### config.mk
export PLATFORM = sky130hd
export DESIGN_NAME = button_conditioner
export DESIGN_NICKNAME = d
export VERILOG_FILES = /design/src/rtl/blackjack_pkg.sv /design/src/rtl/key_debounce.sv /design/src/rtl/button_conditioner.sv
export SDC_FILE = /design/constraint.sdc
export NUM_CORES = 1
export LEC_CHECK = 0
export BUFFER_PORTS_ARGS = -buffer_cell sky130_fd_sc_hd__buf_2
export CORE_MARGIN = 1
export CORE_UTILIZATION = 50
export CTS_CLUSTER_DIAMETER = 60
export DETAILED_ROUTE_END_ITERATION = 10
export GPL_TIMING_DRIVEN = 0
export PLACE_DENSITY = 0.67
export SETUP_SLACK_MARGIN = 0.5
export SYNTH_ARGS = -nofsm -noshare
export SYNTH_HDL_FRONTEND = slang
export SYNTH_HIERARCHICAL = 1
export SYNTH_SLANG_ARGS = --single-unit
### constraint.sdc
create_clock -name clk -period 3.8 [get_ports clk]
set_input_delay 0.38 -clock clk [delete_from_list [all_inputs] [get_ports clk]]
set_output_delay 0.38 -clock clk [all_outputs]
set_load 0.05 [all_outputs]
### src/rtl/blackjack_pkg.sv
// Shared command encodings and event helpers for the blackjack input path and FSM.
// Combinational helpers only; no state lives here.
package blackjack_pkg;

    localparam logic [1:0] CMD_HIT   = 2'd0;
    localparam logic [1:0] CMD_STAND = 2'd1;
    localparam logic [1:0] CMD_DEAL  = 2'd2;

    typedef struct packed {
        logic deal;
        logic stand;
        logic hit;
    } cmd_ev_t;

    function automatic logic any_event(input cmd_ev_t ev);
        return ev.deal | ev.stand | ev.hit;
    endfunction

    // More than one event in the same cycle means all but the winner are lost.
    function automatic logic multi_event(input cmd_ev_t ev);
        return (ev.deal & ev.stand) | (ev.deal & ev.hit) | (ev.stand & ev.hit);
    endfunction

    function automatic logic [1:0] pick_cmd(input cmd_ev_t ev);
        if (ev.deal) begin
            return CMD_DEAL;
        end else if (ev.stand) begin
            return CMD_STAND;
        end else begin
            return CMD_HIT;
        end
    endfunction

endpackage

### src/rtl/key_debounce.sv
// Purpose: one push-button channel: two-flop sync, debounce counter, level and press pulse.
// Latency: level changes DEBOUNCE_CYCLES+2 edges after the pin changes; press pulses with it.
// Backpressure: none; press is a single-cycle pulse that the consumer must take or lose.
module key_debounce #(
    parameter int DEBOUNCE_CYCLES = 1000000
) (
    input  logic clk,
    input  logic rst,
    input  logic raw_n,
    output logic level,
    output logic press
);

    localparam int CW = $clog2(DEBOUNCE_CYCLES + 1);
    // Toggling when the count would reach DEBOUNCE_CYCLES keeps the counter from ever holding it.
    localparam logic [CW-1:0] LAST = CW'(DEBOUNCE_CYCLES - 1);

    logic [1:0]    sync;
    logic [CW-1:0] cnt;

    always_ff @(posedge clk) begin
        if (rst) begin
            sync  <= 2'b00;
            cnt   <= '0;
            level <= 1'b0;
            press <= 1'b0;
        end else begin
            sync <= {sync[0], ~raw_n};
            if (sync[1] == level) begin
                cnt   <= '0;
                press <= 1'b0;
            end else if (cnt == LAST) begin
                cnt   <= '0;
                level <= ~level;
                press <= ~level;
            end else begin
                cnt   <= cnt + 1'b1;
                press <= 1'b0;
            end
        end
    end

endmodule

### src/rtl/button_conditioner.sv
// Purpose: merge debounced buttons and keyboard pulses into one prioritised command slot.
// Latency: one edge from event to cmd_valid; key presses add DEBOUNCE_CYCLES+2 for debounce.
// Backpressure: single-entry slot held until cmd_ready; events hitting a full slot are dropped.
module button_conditioner
    import blackjack_pkg::*;
#(
    parameter int DEBOUNCE_CYCLES = 1000000
) (
    input  logic       clk,
    input  logic       rst,
    input  logic [2:0] key_n,
    input  logic       ps2_hit,
    input  logic       ps2_stand,
    input  logic       ps2_deal,
    output logic       cmd_valid,
    output logic [1:0] cmd_code,
    input  logic       cmd_ready,
    output logic [2:0] key_level,
    output logic       cmd_dropped
);

    localparam logic [0:0] SLOT_EMPTY = 1'b0;
    localparam logic [0:0] SLOT_FULL  = 1'b1;

    logic [2:0] press;
    cmd_ev_t    ev;
    logic [0:0] state;
    logic [0:0] state_nx;
    logic [1:0] code_nx;
    logic       drop_nx;
    logic       load;
    logic       accept;

    for (genvar i = 0; i < 3; i++) begin : g_ch
        key_debounce #(
            .DEBOUNCE_CYCLES(DEBOUNCE_CYCLES)
        ) u_deb (
            .clk  (clk),
            .rst  (rst),
            .raw_n(key_n[i]),
            .level(key_level[i]),
            .press(press[i])
        );
    end

    assign ev.hit   = press[0] | ps2_hit;
    assign ev.stand = press[1] | ps2_stand;
    assign ev.deal  = press[2] | ps2_deal;

    // cmd_valid is the slot state itself, so cmd_ready cannot act on an empty slot.
    assign cmd_valid = (state == SLOT_FULL);
    assign accept    = cmd_valid & cmd_ready;

    always_comb begin
        state_nx = state;
        code_nx  = cmd_code;
        drop_nx  = cmd_dropped;
        load     = 1'b0;
        case (state)
            SLOT_EMPTY: begin
                load = any_event(ev);
            end
            default: begin
                if (accept) begin
                    load = any_event(ev);
                    if (!any_event(ev)) begin
                        state_nx = SLOT_EMPTY;
                    end
                end else if (any_event(ev)) begin
                    drop_nx = 1'b1;
                end
            end
        endcase
        if (load) begin
            state_nx = SLOT_FULL;
            code_nx  = pick_cmd(ev);
            if (multi_event(ev)) begin
                drop_nx = 1'b1;
            end
        end
    end

    always_ff @(posedge clk) begin
        if (rst) begin
            state       <= SLOT_EMPTY;
            cmd_code    <= CMD_HIT;
            cmd_dropped <= 1'b0;
        end else begin
            state       <= state_nx;
            cmd_code    <= code_nx;
            cmd_dropped <= drop_nx;
        end
    end

endmodule

-- After elaboration in Yosys (flattened, before gate mapping)
Index checks and enable logic that the tools add are counted.
- output and inout port bits: 7
- register bits: 76
- equal/unequal tests: 6
- reductions and logical operators: 9
- muxes and demuxes: 13
- $add $sub $neg: 3
- bitwise logic cells: 23
- operator list (kind ; count):
    20-bit by 1-bit adder with 20-bit output (second input constant) ; 3
    20-bit equality test (second input constant) ; 3
    3-bit OR reduction ; 6
    1-bit 2-to-1 mux ; 12
    1-bit NOT ; 12
    1-bit bitwise OR ; 7
    2-bit AND reduction ; 3
    1-bit AND ; 4
    1-bit equality test ; 3
    2-bit 2-to-1 mux ; 1

-- Logic depth before layout (Yosys ltp)
- depth in word-level cells: 8
- gate-level depth with buffers: 6

-- Hierarchy
Netlist, hierarchy kept.
- by module, submodules not included (module ; area an instance (um^2) ; instances ; cells an instance):
    key_debounce ; 1038.5 ; 3 ; 114
    button_conditioner ; 202.7 ; 1 ; 22

-- Least setup slack after synthesis
OpenSTA, ideal clock, no wires.
- path kind: flip-flop to flip-flop
- start point: register g_ch[0].u_deb.cnt[0]
- end point: register g_ch[0].u_deb.cnt[12]
- data required time: 3.685 ns
- library setup time: 0.115 ns
- clock period less this slack: 1.770 ns
- setup slack: 2.030 ns
- arrival time: 1.655 ns
- cell stages (with the launch flop): 7
- cell sequence: dfxtp_1 > ha_1 > nand2_1 > or4_4 > o21ai_4 > buf_6 > nor2_1
- cells in the longest elaborated chain, start to end: 2
- elaborated cells on any way between the ends: 3
- RTL lines (what ; RTL line ; RTL):
    from (decl) ; key_debounce.sv:19 ; logic [CW-1:0] cnt;
    from (signal assigned) ; key_debounce.sv:37 ; cnt <= cnt + 1'b1;
    parallel branches: the longest is 2 deep, another holds 20-bit by 1-bit adder with 20-bit output ; - ;
Several ways; the timed one is not identified.
A chain may end at the register's enable or synchronous reset.

-- Worst setup path in the final report
- start point: register g_ch[1].u_deb.cnt[0]
- end point: register g_ch[1].u_deb.cnt[7]
- cells in the longest elaborated chain, start to end: 2
- elaborated cells on any way between the ends: 3
- RTL lines (what ; RTL line):
    from (decl) ; key_debounce.sv:19
    from (signal assigned) ; key_debounce.sv:37
    parallel branches: the longest is 2 deep, another holds 20-bit by 1-bit adder with 20-bit output ; -
Several ways; the timed one is not identified.

==> impl_metrics.env <==
export IMPL_ir_drop_mv=0.281
export IMPL_htree_levels=3
export IMPL_pwr_share_comb=0.032
export IMPL_grt_pass1_wl_mm=11.2
export IMPL_critPathMaxStageDelay_ps=590
export IMPL_status="complete, no violations"
export IMPL_clkPwrFrac=0.395
export IMPL_hold_class="in -> reg"
export IMPL_crit_family="simple AND/OR/NAND/NOR gates"
export IMPL_fmax_mhz=498
export IMPL_core_area_mm2=0.00639
export IMPL_via_count=2677
export IMPL_crit_path_start_kind="register"
export IMPL_multiInputGateArea_mm2=0.00171
export IMPL_avgSynthCellArea_um2=9.12
export IMPL_ys_types=39
export IMPL_routed_via_density=5.68
export IMPL_yosysTopAreaCell="dfxtp_1"
export IMPL_synth_warnings=6
export IMPL_cts_buffers=9
export IMPL_max_cap_viol_count=0
export IMPL_ys_seq_elements=76
export IMPL_p_int_uw=1090
export IMPL_clk_latency_ps=340
export IMPL_layoutNonFillerInstCount=471
export IMPL_worst_pin_slew_ps=482
export IMPL_slew_violations=0
export IMPL_grt_setup_unrepaired="false"
export IMPL_clock_root_buffer="clkbuf_8"
export IMPL_hold_viol=0
export IMPL_syn_nets=376
export IMPL_grt_max_degree=20
export IMPL_worstPathRequired_ps=4030
export IMPL_io_pins=16
export IMPL_async_flop_share=0
export IMPL_cp_slowest_cell="or4_4"
export IMPL_synth_ff_type="dfxtp_1"
export IMPL_setup_ws_ps=1790
export IMPL_endpoint_kind="register"
export IMPL_crit_buf_inv=1
export IMPL_arrival_ps=2240
export IMPL_p_sw_uw=320
export IMPL_wirelength_mm=6.14
export IMPL_cp_max_fo=10
export IMPL_powerDensity_mw_per_mm2=384
export IMPL_cp_cell_sequence="ha_1, nand2_1, or4_4, o21ai_4, buf_6, nor2_1"
export IMPL_netlist_area_mm2=0.00332
export IMPL_die_area_mm2=0.00697
export IMPL_drc=0
export IMPL_first_pass_iters=4
export IMPL_overflow=0
export IMPL_cts_tree="built"
export IMPL_switching_share=0.228
export IMPL_period_share=0.529
export IMPL_place_inst=456
export IMPL_max_slew_margin=0.674
export IMPL_synthesis_instances=364
export IMPL_synth_most_common_cell="dfxtp_1"
export IMPL_fin_crit_ps=2010
export IMPL_path_clk_slew_ps=70
export IMPL_cts_repair_resized=0
export IMPL_rows=29
export IMPL_drive_gt1_frac=0.127
export IMPL_pre_cts_slack_ps=1790
export IMPL_synth_top_cell_area_share=0.459
export IMPL_fin_skew_ps=9.90
export IMPL_p_leak_uw=0.00115
export IMPL_io_buffers=15
export IMPL_critPathKind="reg -> reg"
export IMPL_numClockSinks=76
export IMPL_drtIter0Drc=87
export IMPL_start_util=0.520
export IMPL_max_clock_path_buffers=2
export IMPL_hpwl_mm=4.39
export IMPL_setup_violations=0
export IMPL_seq_area_mm2=0.00152
export IMPL_fin_nets=402
export IMPL_synth_edff_count=0
export IMPL_seqPwrFrac=0.573
export IMPL_n_antenna_cell=0
export IMPL_track_usage=0.197
export IMPL_synth_common_cells="dfxtp_1 (76), nor2_1 (46), a21oi_1 (26), nand3_1 (24), xnor2_1 (21)"
export IMPL_fill_cells=585
export IMPL_gp_congestion=0.781
export IMPL_postCtsSetupRepairBufs=0
export IMPL_ant_nets=0
export IMPL_synth_top_cells_by_area="dfxtp_1 (46%), xnor2_1 (5.5%), nor2_1 (5.2%)"
export IMPL_grt_pass1_vias=2555
export IMPL_die_width_um=83.5
export IMPL_antenna_found_initial=0
export IMPL_wl_per_cell_um=13.0
export IMPL_hold_buffers=0
export IMPL_timing_setup_tns_ps=0
export IMPL_ys_seq_area_frac=0.459
export IMPL_finish_utilization=0.574
export IMPL_area_growth_pct=10.4
export IMPL_fp_dieH_um=83.5
[path summary, 6_finish.rpt]
kind                                                       start                               end  slack [ps]  cells past startpoint
worst max-delay path             g_ch[1].u_deb/cnt[0]$_SDFF_PP0_   g_ch[1].u_deb/cnt[7]$_SDFF_PP0_        1790                      6
worst min-delay path                                    key_n[0]  g_ch[0].u_deb/sync[0]$_SDFF_PP0_         200                      2
worst max register to register   g_ch[1].u_deb/cnt[0]$_SDFF_PP0_   g_ch[1].u_deb/cnt[7]$_SDFF_PP0_        1790                      6
worst min register to register  g_ch[1].u_deb/sync[0]$_SDFF_PP0_  g_ch[1].u_deb/sync[1]$_SDFF_PP0_         440                      1
[placed cells by master (no fill, tap or decap), types with 4 or more instances in the layout]
cell type	instances
inv_1	10
clkbuf_8	11
nor2_1	46
xor2_1	15
nor4_1	5
or4_4	4
nand2_1	15
a21oi_1	26
nor4b_1	6
nand3_1	24
nand4_1	9
o31ai_1	9
and3_1	6
nor3_1	6
or3_1	12
and2_1	6
xnor2_1	21
dfxtp_1	76
o21ai_0	17
or4_1	9
buf_2	15
[metrics by stage]
stage	area (um2)	hold WS, ps	total power, uW
global placement	3490	417	870
detailed placement	3490	429	870
CTS	3660	182	1430
floorplan	3320	411	854
finish	3660	197	1410
global route	3660	184	1470
[registers in the layout (all words and copies together), names as in the netlist]
| signal | cells |
|---|---|
| cmd_dropped | 1 |
| g_ch.u_deb/press | 3 |
| g_ch.u_deb/level | 3 |
| g_ch.u_deb/sync | 6 |
| cmd_code | 2 |
| cmd_valid | 1 |
| g_ch.u_deb/cnt | 60 |
[metal layers]
layer / global-route usage / vias to the layer above / share of wire
li1: - / 1371 / -
met1: 0.263 / 1260 / 0.50
met2: 0.307 / 36 / 0.45
met3: 0.0376 / 10 / 0.034
met4: 0.0986 / 0 / 0.016
met5: 0 / - / 0
[layout make-up]
class                      instances  share of cell area
buffer                             6              0.0123
multi-input combinational        272               0.468
timing repair buffer              15              0.0205
tap                               77              0.0263
sequential                        76               0.415
clock inverter                     4             0.00649
inverter                          10              0.0102
clock buffer                      11              0.0413
[power by group through the flow]
stage	combinational (uW)	clock [uW]	sequential [uW]
4_1_cts	45.4	573	806
3_3_place_gp	45.1	0	825
6_report	44.7	555	806
3_5_place_dp	45.3	0	825
5_1_grt	48.8	613	807
2_1_floorplan	19.3	0	835
[cell families (layout without fill, tap and decap cells)]
group,count (synthesis),in the layout,share of synthesized area
buffers and inverters,16,46,0.0249
XOR/XNOR,36,36,0.0950
adder cells (fa/ha/maj),3,3,0.0113
flip-flops,76,76,0.459
AND/OR/NAND/NOR,172,172,0.296
AO/OA/AOI/OAI,61,61,0.114
(Power assumes the default switching activity.)
